--- src/rtl/key_event_pkg.sv ---
// Shared types and defaults for the key event decoder and its tick prescaler.
package key_event_pkg;

  typedef enum logic [2:0] {
    StIdle   = 3'd0,
    StDown1  = 3'd1,
    StLong   = 3'd2,
    StUpWait = 3'd3,
    StDown2  = 3'd4
  } key_state_e;

  localparam int unsigned TickDivDefault   = 100000;
  localparam int unsigned LongTicksDefault = 1000;
  localparam int unsigned DclkTicksDefault = 250;
  localparam int unsigned CntWDefault      = 11;

  function automatic logic is_pressed(key_state_e s);
    return (s == StDown1) || (s == StLong) || (s == StDown2);
  endfunction

endpackage

--- src/rtl/tick_prescaler.sv ---
// Free-running divider: tick is high for one cycle every TICK_DIV clocks.
module tick_prescaler
  import key_event_pkg::*;
#(
  parameter int unsigned TICK_DIV = TickDivDefault
) (
  input  logic clk,
  input  logic rst,
  output logic tick
);

  localparam int unsigned CntW = (TICK_DIV > 1) ? $clog2(TICK_DIV) : 1;
  localparam logic [CntW-1:0] CntLast = CntW'(TICK_DIV - 1);

  logic [CntW-1:0] r_cnt;

  always_ff @(posedge clk) begin
    if (!rst) begin
      r_cnt <= '0;
    end else if (r_cnt == CntLast) begin
      r_cnt <= '0;
    end else begin
      r_cnt <= r_cnt + 1'b1;
    end
  end

  assign tick = (r_cnt == CntLast);

endmodule

--- src/rtl/key_event_decoder.sv ---
// Classifies a debounced button level into press/release/click/double-click/long pulses.
// Double-click detection (UP_WAIT/DOWN2) is built only when KEY_DCLICK_EN is defined.
module key_event_decoder
  import key_event_pkg::*;
#(
  parameter int unsigned TICK_DIV   = TickDivDefault,
  parameter int unsigned LONG_TICKS = LongTicksDefault,
  parameter int unsigned DCLK_TICKS = DclkTicksDefault,
  parameter int unsigned CNT_W      = CntWDefault
) (
  input  logic clk,
  input  logic rst,
  input  logic db,
  output logic press_p,
  output logic release_p,
  output logic click_p,
  output logic dclick_p,
  output logic long_p,
  output logic held
);

  localparam logic [CNT_W-1:0] LongLast = CNT_W'(LONG_TICKS - 1);

  key_state_e       r_state, w_state_d;
  logic [CNT_W-1:0] r_ev_cnt;
  logic             r_db_q;
  logic             r_press, r_release, r_click, r_long, r_held;
  logic             w_press, w_release, w_click, w_long;
  logic             w_rise, w_fall, w_tick, w_long_to;

  tick_prescaler #(
    .TICK_DIV(TICK_DIV)
  ) u_tick (
    .clk (clk),
    .rst (rst),
    .tick(w_tick)
  );

  assign w_rise    = db & ~r_db_q;
  assign w_fall    = ~db & r_db_q;
  assign w_long_to = w_tick && (r_ev_cnt == LongLast);

`ifdef KEY_DCLICK_EN
  localparam logic [CNT_W-1:0] DclkLast = CNT_W'(DCLK_TICKS - 1);
  logic w_dclk_to, w_dclick, r_dclick;
  assign w_dclk_to = w_tick && (r_ev_cnt == DclkLast);
`endif

  // Edges are tested before timeouts so an edge wins a same-cycle collision.
  always_comb begin
    w_state_d = r_state;
    w_press   = 1'b0;
    w_release = 1'b0;
    w_click   = 1'b0;
    w_long    = 1'b0;
`ifdef KEY_DCLICK_EN
    w_dclick  = 1'b0;
`endif
    case (r_state)
      StIdle: begin
        if (w_rise) begin
          w_state_d = StDown1;
          w_press   = 1'b1;
        end
      end
      StDown1: begin
        if (w_fall) begin
          w_release = 1'b1;
`ifdef KEY_DCLICK_EN
          w_state_d = StUpWait;
`else
          w_state_d = StIdle;
          w_click   = 1'b1;
`endif
        end else if (w_long_to) begin
          w_state_d = StLong;
          w_long    = 1'b1;
        end
      end
      StLong: begin
        if (w_fall) begin
          w_state_d = StIdle;
          w_release = 1'b1;
        end
      end
`ifdef KEY_DCLICK_EN
      StUpWait: begin
        if (w_rise) begin
          w_state_d = StDown2;
          w_press   = 1'b1;
        end else if (w_dclk_to) begin
          w_state_d = StIdle;
          w_click   = 1'b1;
        end
      end
      StDown2: begin
        if (w_fall) begin
          w_state_d = StIdle;
          w_release = 1'b1;
          w_dclick  = 1'b1;
        end else if (w_long_to) begin
          w_state_d = StLong;
          w_long    = 1'b1;
        end
      end
`endif
      default: w_state_d = StIdle;
    endcase
  end

  always_ff @(posedge clk) begin
    if (!rst) begin
      r_state   <= StIdle;
      r_ev_cnt  <= '0;
      r_db_q    <= db;
      r_press   <= 1'b0;
      r_release <= 1'b0;
      r_click   <= 1'b0;
      r_long    <= 1'b0;
      r_held    <= 1'b0;
    end else begin
      r_state   <= w_state_d;
      r_db_q    <= db;
      r_press   <= w_press;
      r_release <= w_release;
      r_click   <= w_click;
      r_long    <= w_long;
      r_held    <= is_pressed(w_state_d);
      if (w_state_d != r_state) begin
        r_ev_cnt <= '0;
      end else if (w_tick && (r_ev_cnt != '1)) begin
        r_ev_cnt <= r_ev_cnt + 1'b1;
      end
    end
  end

`ifdef KEY_DCLICK_EN
  always_ff @(posedge clk) begin
    if (!rst) begin
      r_dclick <= 1'b0;
    end else begin
      r_dclick <= w_dclick;
    end
  end
  assign dclick_p = r_dclick;
`else
  assign dclick_p = 1'b0;
`endif

  assign press_p   = r_press;
  assign release_p = r_release;
  assign click_p   = r_click;
  assign long_p    = r_long;
  assign held      = r_held;

endmodule

--- config.mk ---
export PLATFORM = sky130hd
export DESIGN_NAME = key_event_decoder
export DESIGN_NICKNAME = d
export VERILOG_FILES = /design/src/rtl/key_event_pkg.sv /design/src/rtl/tick_prescaler.sv /design/src/rtl/key_event_decoder.sv
export SDC_FILE = /design/constraint.sdc
export NUM_CORES = 1
export LEC_CHECK = 0
export ABC_AREA = 1
export BUFFER_PORTS_ARGS = -buffer_cell sky130_fd_sc_hd__buf_2
export CAP_MARGIN = 20
export CORE_MARGIN = 4
export CORE_UTILIZATION = 25
export CTS_CLUSTER_DIAMETER = 50
export DETAILED_ROUTE_END_ITERATION = 8
export GPL_ROUTABILITY_DRIVEN = 0
export HOLD_SLACK_MARGIN = 0.06
export MAX_ROUTING_LAYER = met4
export PLACE_DENSITY = 0.44
export SYNTH_ARGS = -nofsm -noshare
export SYNTH_HDL_FRONTEND = slang
export SYNTH_HIERARCHICAL = 1
export SYNTH_SLANG_ARGS = --single-unit
--- constraint.sdc ---
create_clock -name clk -period 2.4 [get_ports clk]
set_input_delay 0.36 -clock clk [delete_from_list [all_inputs] [get_ports clk]]
set_output_delay 0.36 -clock clk [all_outputs]
set_load 0.02 [all_outputs]
==> impl_metrics.yaml, run 1 <==
outcome:
  status: "complete, no violations"
worst_setup_path:
  rr_worst_depth: 15
  crit-reg2reg-launch: "u_tick/r_cnt[0]$_SDFF_PP0_"
  critPathMaxFanout: 11
  arrival_ns: 2.26
  required_ns: 2.58
  setup.worst_path.start_class: "flop"
  critPathKind: "flop to flop"
  reg2reg_to: "r_ev_cnt[4]$_SDFFE_PP0P_"
  critPathCaptureType: "flop"
  reg2reg_slack_ns: 0.32
drt:
  routed_wl_um: 3780
  wire_per_inst_um: 9.27
  vias_per_cell: 4.02
  vias: 1640
  highest_layer: "met4"
  drt_first_pass_iters: 4
  wl_met1_um: 1980
  remaining_drc_errors: 0
  dr_wl_met2_um: 1700
  ant_nets: 0
  wl_met3_um: 97
  drt_iter0_markers: 30
clock_tree:
  clkTransAtPathRegs_ns: 0.08
  hold_buffers: 0
  h-tree-depth: 2
  clk_latency_ns: 0.28
  numClockSinks: 37
  cts_buffers: 5
  tritoncts: "built"
  post_cts_buffers: 0
  cts-resized-gates: 0
  clock-root-buffer: "clkbuf_8"
  clock_path_buffers: 2
sta:
  fmax_mhz: 481
  fin_ws_ns: 0.321
  fin_setup_tns_ns: 0
  setup_viol: 0
  clock_skew_ns: 0.00911
  maxSlewViolCount: 0
  hold_viol: 0
  fin_hold_ws_ns: 0.198
  period_needed_ns: 2.08
  period_share_pct: 86.6
  rsz0062_at_grt: "no"
placed_design:
  place_area_mm2: 0.00211
  port_buffers: 7
  pre_cts_ws_ns: 0.285
  place.detailed.hpwl_um: 2870
min_path:
  hold_start: "db"
  min_path_type: "primary input to flop"
  whs_path_depth: 1
  hold_path_end: "r_db_q$_DFF_P_"
synthesis:
  postSynthAreaPerCell_um2: 6.78
  syn_inst: 293
  synth_area_mm2: 0.00199
  ys.flop_type: "dfxtp_1"
  synth_seq_area_share_pct: 37.3
  synth_edf_count: 0
  ys_async_sr_fraction_pct: 0
  synthDistinctLibCells: 30
  synth_seq_cells: 37
  synth.yosys.warnings: 6
finish:
  drive_gt1_share_pct: 15.7
  fin_nets: 310
  final_area_mm2: 0.00224
  multi_input_area_mm2: 0.00102
  antennaDiodeCount: 0
  regArea_um2: 741
  areaGrowthSynthToFinish_pct: 12.6
  fillCellCount: 884
floorplanning:
  start_util_pct: 25.7
  die_area_mm2: 0.00944
  num_rows: 32
  core_mm2: 0.00773
  boundaryPins: 9
  die_w_um: 97.2
  die_y_um: 97.2
grt:
  grt_start_max_net_pins: 18
  grt_pass1_vias: 1461
  grt_pass1_wl_um: 6670
  grt_overflow_total: 0
  grt_usage_pct: 8.60
  antenna_found_initial: 0
run:
  drv_cap: 0
power:
  power_density_mw_per_mm2: 552
  p_leak_nw: 0.827
  ir_worst_vdd_mv: 0.191
cell type report:
type	instances	share of cell area, %
sequential	37	33.1
timing repair buffer	8	1.90
multi-input combinational	205	45.7
clock buffer	6	3.69
clock inverter	2	1.68
tap	102	5.70
inverter	48	8.17
worst max path at each step:
stage | start | to | depth (start not counted)
after global placement | u_tick/r_cnt[0]$_SDFF_PP0_ | r_ev_cnt[8]$_SDFFE_PP0P_ | 15
final | u_tick/r_cnt[0]$_SDFF_PP0_ | r_ev_cnt[4]$_SDFFE_PP0P_ | 15
after global routing | u_tick/r_cnt[0]$_SDFF_PP0_ | r_ev_cnt[0]$_SDFFE_PP0P_ | 15
after CTS | u_tick/r_cnt[0]$_SDFF_PP0_ | r_ev_cnt[4]$_SDFFE_PP0P_ | 15
after detailed placement | u_tick/r_cnt[0]$_SDFF_PP0_ | r_ev_cnt[4]$_SDFFE_PP0P_ | 15
after floorplan | u_tick/r_cnt[0]$_SDFF_PP0_ | r_ev_cnt[9]$_SDFFE_PP0P_ | 15
kinds of logic (layout without fill, tap and decap cells):
group,count (synthesis),in the layout,synth area share (%)
and+or+nand+nor,177,177,40.6
buffers and inverters,52,64,11.5
DFF,37,37,37.3
AOI/OAI and AO/OA,13,13,4.28
xor gates and xnor gates,11,11,4.85
adders and majority gates,2,2,1.26
other,1,2,0.189
worst max-delay path: stages, from the launching register on:
cell and delay [ns]:
dfxtp_1 0.39, ha_2 0.23, nand2_1 0.06, nor2_1 0.16, nand3_2 0.14, inv_1 0.15
inv_1 0.05, nor2_1 0.08, nand2_1 0.05, nor2_1 0.11, nand3_1 0.13, nand3_1 0.10
nor2_1 0.04, nand2_1 0.05, buf_4 0.18, nor2_1 0.05
cell usage after synthesis, drive strengths merged (3+ instances only):
library cell / n / area share (%)
inv: 48 / 9.2
dfxtp: 37 / 37
o21ai: 6 / 2.1
nor2: 65 / 15
nand4: 4 / 1.3
nand3: 22 / 6.4
xnor2: 6 / 2.6
a21oi: 3 / 0.76
nand2: 83 / 17
xor2: 5 / 2.2
buf: 4 / 2.3
flip-flops by register name, summed over array words and instances (netlist names):
signal,count
r_db_q,1
held,1
release_p,1
u_tick/r_cnt,17
press_p,1
r_state,3
long_p,1
click_p,1
r_ev_cnt,11
placed cells by master, fill, tap and decap left out, types with 2 or more instances in the layout:
| master | count |
|---|---|
| xor2_1 | 5 |
| clkbuf_8 | 6 |
| nand2_2 | 3 |
| o21ai_0 | 2 |
| o21bai_1 | 2 |
| nand3_1 | 20 |
| nand2_4 | 2 |
| buf_2 | 7 |
| nor2_4 | 2 |
| dfxtp_1 | 37 |
| nand4_1 | 4 |
| conb_1 | 2 |
| inv_1 | 47 |
| nor2_2 | 16 |
| xnor2_1 | 6 |
| nand2_1 | 78 |
| a21oi_1 | 3 |
| o21ai_2 | 3 |
| nor2_1 | 47 |
through the flow:
stage	power (W)	std cells	utilization, %
CTS	0.00126	408	28.9
global placement	0.000683	400	27.4
global route	0.00130	408	29.0
detailed placement	0.000682	400	27.4
floorplan	0.000676	294	-
finish	0.00124	408	29.0
power by group:
group	switching (W)	total, W	internal (W)	leakage (nW)
registers	0.00000598	0.000627	0.000621	0.300
clock network	0.000230	0.000568	0.000338	0.0574
logic	0.0000275	0.0000406	0.0000131	0.470
routing by layer:
layer	track usage, %	vias up
li1	-	903
met1	11.3	726
met2	13.4	9
met3	2.58	2
met4	1.30	0
met5	-	-
Power figures use the tool's default switching activity.
==> inputs of run 2 (changes only) <==
--- a/config.mk
+++ b/config.mk
@@ -5,7 +5,6 @@
 export SDC_FILE = /design/constraint.sdc
 export NUM_CORES = 1
 export LEC_CHECK = 0
-export ABC_AREA = 1
 export BUFFER_PORTS_ARGS = -buffer_cell sky130_fd_sc_hd__buf_2
 export CAP_MARGIN = 20
 export CORE_MARGIN = 4
==> run 2 against run 1 <==
Against the previous run:
- synthesized cell count is 35% lower
- sequential share of layout area rose by 4.3 points
- count of clock-buffer cells in the layout did not move
- setup slack worse by 0.097 ns
- total power increased by 0.39%
==> impl_metrics.yaml, run 2 <==
finish:
  antennaDiodeCount: 0
  utilization_pct: 29.3
  regMostFlops: "u_tick/r_cnt"
  largest_register_ffs: 17
  stdcell_count: 283
  layout_common_cells: "dfxtp_1, nor2_1, xnor2_1"
  reg_top3: "u_tick/r_cnt x17, r_ev_cnt x11, r_state x3"
  layout_commonest_cell: "dfxtp_1"
  fillCellCount: 735
  fin_nets: 207
  areaGrowthSynthToFinish_pct: 14.5
  drive_gt1_share_pct: 15.3
drt:
  drt_iter0_markers: 44
  vias_per_cell: 4.80
  vias: 1359
  wire_per_inst_um: 11.7
  ant_nets: 0
  remaining_drc_errors: 0
  routed_wl_um: 3310
  drt_first_pass_iters: 4
sta:
  setup_viol: 0
  period_share_pct: 90.6
  hold_viol: 0
  rsz0062_at_grt: "no"
  clock_skew_ns: 0.0130
  period_needed_ns: 2.18
  worst_pin_slew_ns: 0.559
  fin_setup_tns_ns: 0
  maxSlewViolCount: 0
  fmax_mhz: 460
  maxSlewHeadroom_pct: 62.2
synthesis:
  synthTopCellsByCount: "dfxtp_1, nor2_1, xnor2_1"
  ys_async_sr_fraction_pct: 0
  postSynthAreaPerCell_um2: 9.16
  yosysTopAreaCellShare_pct: 42.8
  synthDistinctLibCells: 43
  synth_area_mm2: 0.00173
  synth_most_common_cell: "dfxtp_1"
  yosysTopAreaCell: "dfxtp_1"
  synth_seq_area_share_pct: 42.8
  synth_edf_count: 0
  synth_seq_cells: 37
  synth.yosys.warnings: 6
  synthTopCellsByArea: "dfxtp_1, nor2_1, xnor2_1"
  ys.flop_type: "dfxtp_1"
  syn_inst: 189
clock_tree:
  tritoncts: "built"
  clock-root-buffer: "clkbuf_8"
  clk_latency_ns: 0.29
  clock_path_buffers: 2
  clkTransAtPathRegs_ns: 0.08
  numClockSinks: 37
  h-tree-depth: 2
  cts_buffers: 5
worst_setup_path:
  cp_slowest_cell: "dfxtp_1"
  required_ns: 2.56
  arrival_ns: 2.34
  startpoint: "u_tick/r_cnt[0]$_SDFF_PP0_"
  rr_worst_depth: 9
  cpPeakStageDelay_ns: 0.37
  crit_chain: "ha_2 -> nand4_4 -> or2_4 -> nor3_2 -> and3_2 -> o2111ai_1 -> nand4bb_1 -> buf_4 -> a311oi_1"
  cp.buffers_inverters: 1
  setup.worst_path.start_class: "flop"
  reg2reg_slack_ns: 0.22
  critPathMaxFanout: 11
  reg2reg_to: "r_ev_cnt[3]$_SDFFE_PP0P_"
  critPathKind: "flop to flop"
  crit_cells: 9
  critPathCaptureType: "flop"
  crit_path_end: "r_ev_cnt[3]$_SDFFE_PP0P_"
  crit_family: "simple AND/OR/NAND/NOR gates"
  crit-reg2reg-launch: "u_tick/r_cnt[0]$_SDFF_PP0_"
grt:
  antenna_found_initial: 0
  grt_usage_pct: 8.67
  grt_overflow_total: 0
  grt_pass1_vias: 1243
  grt_pass1_wl_um: 5720
  grt_start_max_net_pins: 18
floorplanning:
  start_util_pct: 25.6
  num_rows: 30
  die_area_mm2: 0.00832
  die_w_um: 91.2
  boundaryPins: 9
  die_y_um: 91.2
  core_mm2: 0.00676
placed_design:
  dp_cells: 275
  place.detailed.hpwl_um: 2310
  port_buffers: 7
outcome:
  status: "complete, no violations"
power:
  p_leak_nw: 0.671
  power_density_mw_per_mm2: 626
  ir_worst_vdd_mv: 0.230
min_path:
  min_path_type: "primary input to flop"
run:
  drv_cap: 0
-- run 2: changes by cell type in the layout (fill, tap and decap cells not counted), moves of 7 or more --
cell     delta
nor2_1     -13
nand2_1    -69
nor3_1      +7
nor2_2     -16
inv_1      -44
xnor2_1     +7
nand3_1     -8
-- run 2: per-stage QoR --
stage	total power [W]	hold slack, ns	area, um^2	setup WS, ns
5_1_grt	0.00129	0.244	1980	0.0793
3_5_place_dp	0.000686	0.452	1850	0.108
4_1_cts	0.00127	0.228	1970	0.0923
6_report	0.00124	0.241	1980	0.225
2_1_floorplan	0.000677	0.388	1730	0.0963
3_3_place_gp	0.000687	0.448	1850	0.180
-- run 2: worst min path at each step --
stage                          startpoint                         end  slack, ns  cells after the start
6_report                               db              r_db_q$_DFF_P_       0.24                      1
5_1_grt                                db              r_db_q$_DFF_P_       0.24                      1
4_1_cts                                db              r_db_q$_DFF_P_       0.23                      1
3_5_place_dp   u_tick/r_cnt[0]$_SDFF_PP0_  u_tick/r_cnt[0]$_SDFF_PP0_       0.45                      1
3_3_place_gp   u_tick/r_cnt[0]$_SDFF_PP0_  u_tick/r_cnt[0]$_SDFF_PP0_       0.45                      1
2_1_floorplan                          db              r_db_q$_DFF_P_       0.39                      0
-- run 2: worst reg2reg max path, delay by kind of cell, from the launching register on --
kind	cells	cell delay (ns)
AO/OA/AOI/OAI	2	0.18
flip-flops	1	0.37
AND/OR/NAND/NOR	5	1.05
adder cells (fa/ha/maj)	1	0.25
buffers and inverters	1	0.21
-- run 2: cell families (layout without fill, tap and decap cells) --
kind of cell               after synthesis  count (layout)  synth area share [%]
buffers and inverters                   10              23                  3.76
and+or+nand+nor                         96              96                  30.4
AOI/OAI and AO/OA                       20              20                  9.40
DFF                                     37              37                  42.8
other                                    1               2                 0.217
xor gates and xnor gates                18              18                  9.11
muxes                                    5               5                  2.89
adders and majority gates                2               2                  1.45
-- run 2: routing by layer --
layer  up-vias  GRT usage [%]  routed length, um
li1        701              -                  -
met1       640           10.9               1710
met2        14           12.6               1460
met3         4           2.82                 93
met4         0           3.77                 41
met5         -              -                  0
-- run 2: area by class of cell --
class                           instances  area, um^2  share of cell area [%]
Clock inverter                          2        37.5                    1.89
Clock buffer                            6        82.6                    4.17
Tap cell                               80         100                    5.05
Sequential cell                        37         741                    37.4
Multi-Input combinational cell        143         937                    47.3
Timing Repair Buffer                   12        72.6                    3.66
Inverter                                3        11.3                   0.568
-- run 2: power by group --
part / internal [W] / switching (W) / leakage [nW]
registers: 0.000621 / 0.00000691 / 0.300
clock network: 0.000338 / 0.000231 / 0.0574
logic: 0.0000163 / 0.0000269 / 0.314
total: 0.000976 / 0.000265 / 0.671
-- run 2: repair_timing --
item / 4_1_cts / 5_1_grt
hold buffers: 0 / 0
buffers inserted: 0 / 0
endpoints found under the setup margin: 0 / 12
resized for setup: 0 / 3
==> inputs of run 3 (changes only) <==
--- a/config.mk
+++ b/config.mk
@@ -7,14 +7,12 @@
 export LEC_CHECK = 0
 export BUFFER_PORTS_ARGS = -buffer_cell sky130_fd_sc_hd__buf_2
 export CAP_MARGIN = 20
-export CORE_MARGIN = 4
 export CORE_UTILIZATION = 25
 export CTS_CLUSTER_DIAMETER = 50
 export DETAILED_ROUTE_END_ITERATION = 8
 export GPL_ROUTABILITY_DRIVEN = 0
 export HOLD_SLACK_MARGIN = 0.06
 export MAX_ROUTING_LAYER = met4
-export PLACE_DENSITY = 0.44
 export SYNTH_ARGS = -nofsm -noshare
 export SYNTH_HDL_FRONTEND = slang
 export SYNTH_HIERARCHICAL = 1
==> run 3 against run 2 <==
Against the previous run:
- setup slack improved by 0.029 ns
- flip-flop and latch count unchanged
- die area is 13% lower
- maximum frequency up 1.3%
- core utilization grew 0.67 points
- critical path type unchanged
- largest cell class unchanged
- largest power group unchanged
==> impl_metrics.yaml, run 3 (synthesis results as in run 2) <==
clock_tree:
  cts_buffers: 5
  numClockSinks: 37
  clk_latency_ns: 0.30
  clock_path_buffers: 2
  h-tree-depth: 2
  clkTransAtPathRegs_ns: 0.08
  clock-root-buffer: "clkbuf_8"
  tritoncts: "built"
floorplanning:
  boundaryPins: 9
  num_rows: 29
  die_w_um: 85.2
  core_mm2: 0.00653
  die_y_um: 85.2
  die_area_mm2: 0.00726
  start_util_pct: 26.5
worst_setup_path:
  arrival_ns: 2.32
  required_ns: 2.57
  reg2reg_slack_ns: 0.25
  critPathMaxFanout: 11
  rr_worst_depth: 9
  reg2reg_to: "r_ev_cnt[3]$_SDFFE_PP0P_"
  critPathKind: "flop to flop"
  setup.worst_path.start_class: "flop"
  critPathCaptureType: "flop"
  crit-reg2reg-launch: "u_tick/r_cnt[0]$_SDFF_PP0_"
min_path:
  hold_start: "db"
  whs_path_depth: 1
  hold_path_end: "r_db_q$_DFF_P_"
  min_path_type: "primary input to flop"
sta:
  fin_setup_tns_ns: 0
  fmax_mhz: 466
  period_share_pct: 89.4
  clock_skew_ns: 0.00995
  setup_viol: 0
  fin_hold_ws_ns: 0.226
  rsz0062_at_grt: "no"
  maxSlewViolCount: 0
  period_needed_ns: 2.15
  hold_viol: 0
finish:
  utilization_pct: 30.0
  largest_register_ffs: 17
  layout_common_cells: "dfxtp_1, nor2_1, xnor2_1"
  drive_gt1_share_pct: 14.4
  antennaDiodeCount: 0
  regMostFlops: "u_tick/r_cnt"
  areaGrowthSynthToFinish_pct: 13.2
  reg_top3: "u_tick/r_cnt x17, r_ev_cnt x11, r_state x3"
  layout_commonest_cell: "dfxtp_1"
  fin_nets: 205
grt:
  grt_pass1_vias: 1259
  antenna_found_initial: 0
  grt_pass1_wl_um: 5400
  grt_usage_pct: 9.47
  grt_start_max_net_pins: 18
  grt_overflow_total: 0
placed_design:
  port_buffers: 7
  place.detailed.hpwl_um: 2100
run:
  drv_cap: 0
drt:
  drt_iter0_markers: 17
  drt_first_pass_iters: 4
  vias: 1323
  vias_per_cell: 4.76
  remaining_drc_errors: 0
  routed_wl_um: 3000
  ant_nets: 0
  wire_per_inst_um: 10.8
power:
  power_w: 0.00122
  p_leak_nw: 0.658
  ir_worst_vdd_mv: 0.252
  power_density_mw_per_mm2: 621
outcome:
  status: "complete, no violations"
[run 3: cell count changes in the layout (fill, tap and decap cells not counted)]
cell      before  now
and3_1         2    3
and3_2         1    0
buf_4          5    3
clkbuf_8       6    5
clkinv_4       0    1
nor2_1        34   33
nor2_2         0    1
[run 3: what timing repair did]
| action | 4_1_cts | 5_1_grt |
|---|---|---|
| buffers inserted | 0 | 0 |
| endpoints found under the setup margin | 0 | 11 |
| hold buffers | 0 | 0 |
| gates resized for setup | 0 | 3 |
| hold endpoints to repair | 0 | 0 |
[run 3: how the worst max path moves through the flow]
stage               slack [ns]                       start                  endpoint  depth (start not counted)
floorplan                  0.1  u_tick/r_cnt[0]$_SDFF_PP0_  r_ev_cnt[5]$_SDFFE_PP0P_                          9
global placement          0.21  u_tick/r_cnt[0]$_SDFF_PP0_  r_ev_cnt[3]$_SDFFE_PP0P_                          9
detailed placement        0.15  u_tick/r_cnt[0]$_SDFF_PP0_  r_ev_cnt[3]$_SDFFE_PP0P_                          9
CTS                       0.16  u_tick/r_cnt[0]$_SDFF_PP0_  r_ev_cnt[3]$_SDFFE_PP0P_                          9
global route              0.06  u_tick/r_cnt[0]$_SDFF_PP0_  r_ev_cnt[3]$_SDFFE_PP0P_                          9
finish                    0.25  u_tick/r_cnt[0]$_SDFF_PP0_  r_ev_cnt[3]$_SDFFE_PP0P_                          9
[run 3: final cells by class]
cell class,count,area [um^2]
clock inverter,3,46.3
inverter,3,11.3
tap,77,96.3
clock buffer,5,68.8
timing repair buffer,10,57.6
sequential,37,741
multi-input combinational,143,938
fill,699,4570
[run 3: worst max-delay path, stage by stage (launching register included)]
cell       delay, ns
dfxtp_1         0.38
ha_2            0.25
nand4_4         0.14
or2_4           0.30
nor3_2          0.20
and3_1          0.26
o2111ai_1       0.12
nand4bb_1       0.13
buf_4           0.20
a311oi_1        0.06
[run 3: stage by stage]
step | instance area [um^2] | setup slack, ns | instances
4_1_cts | 1950 | 0.162 | 278
3_5_place_dp | 1830 | 0.152 | 270
6_report | 1960 | 0.253 | 278
5_1_grt | 1960 | 0.0640 | 278
2_1_floorplan | 1730 | 0.0963 | 190
3_3_place_gp | 1830 | 0.213 | 270
[run 3: routing by layer]
| metal | global-route usage, % | vias to the layer above | wire length (um) |
|---|---|---|---|
| li1 | - | 699 | - |
| met4 | 4.16 | 0 | 50 |
| met3 | 3.02 | 6 | 100 |
| met5 | - | - | 0 |
| met2 | 14.3 | 16 | 1310 |
| met1 | 11.5 | 602 | 1540 |
[run 3: power by group]
group | switching (W) | internal (W)
Combinational | 0.0000248 | 0.0000150
Sequential | 0.00000839 | 0.000621
Clock | 0.000236 | 0.000311
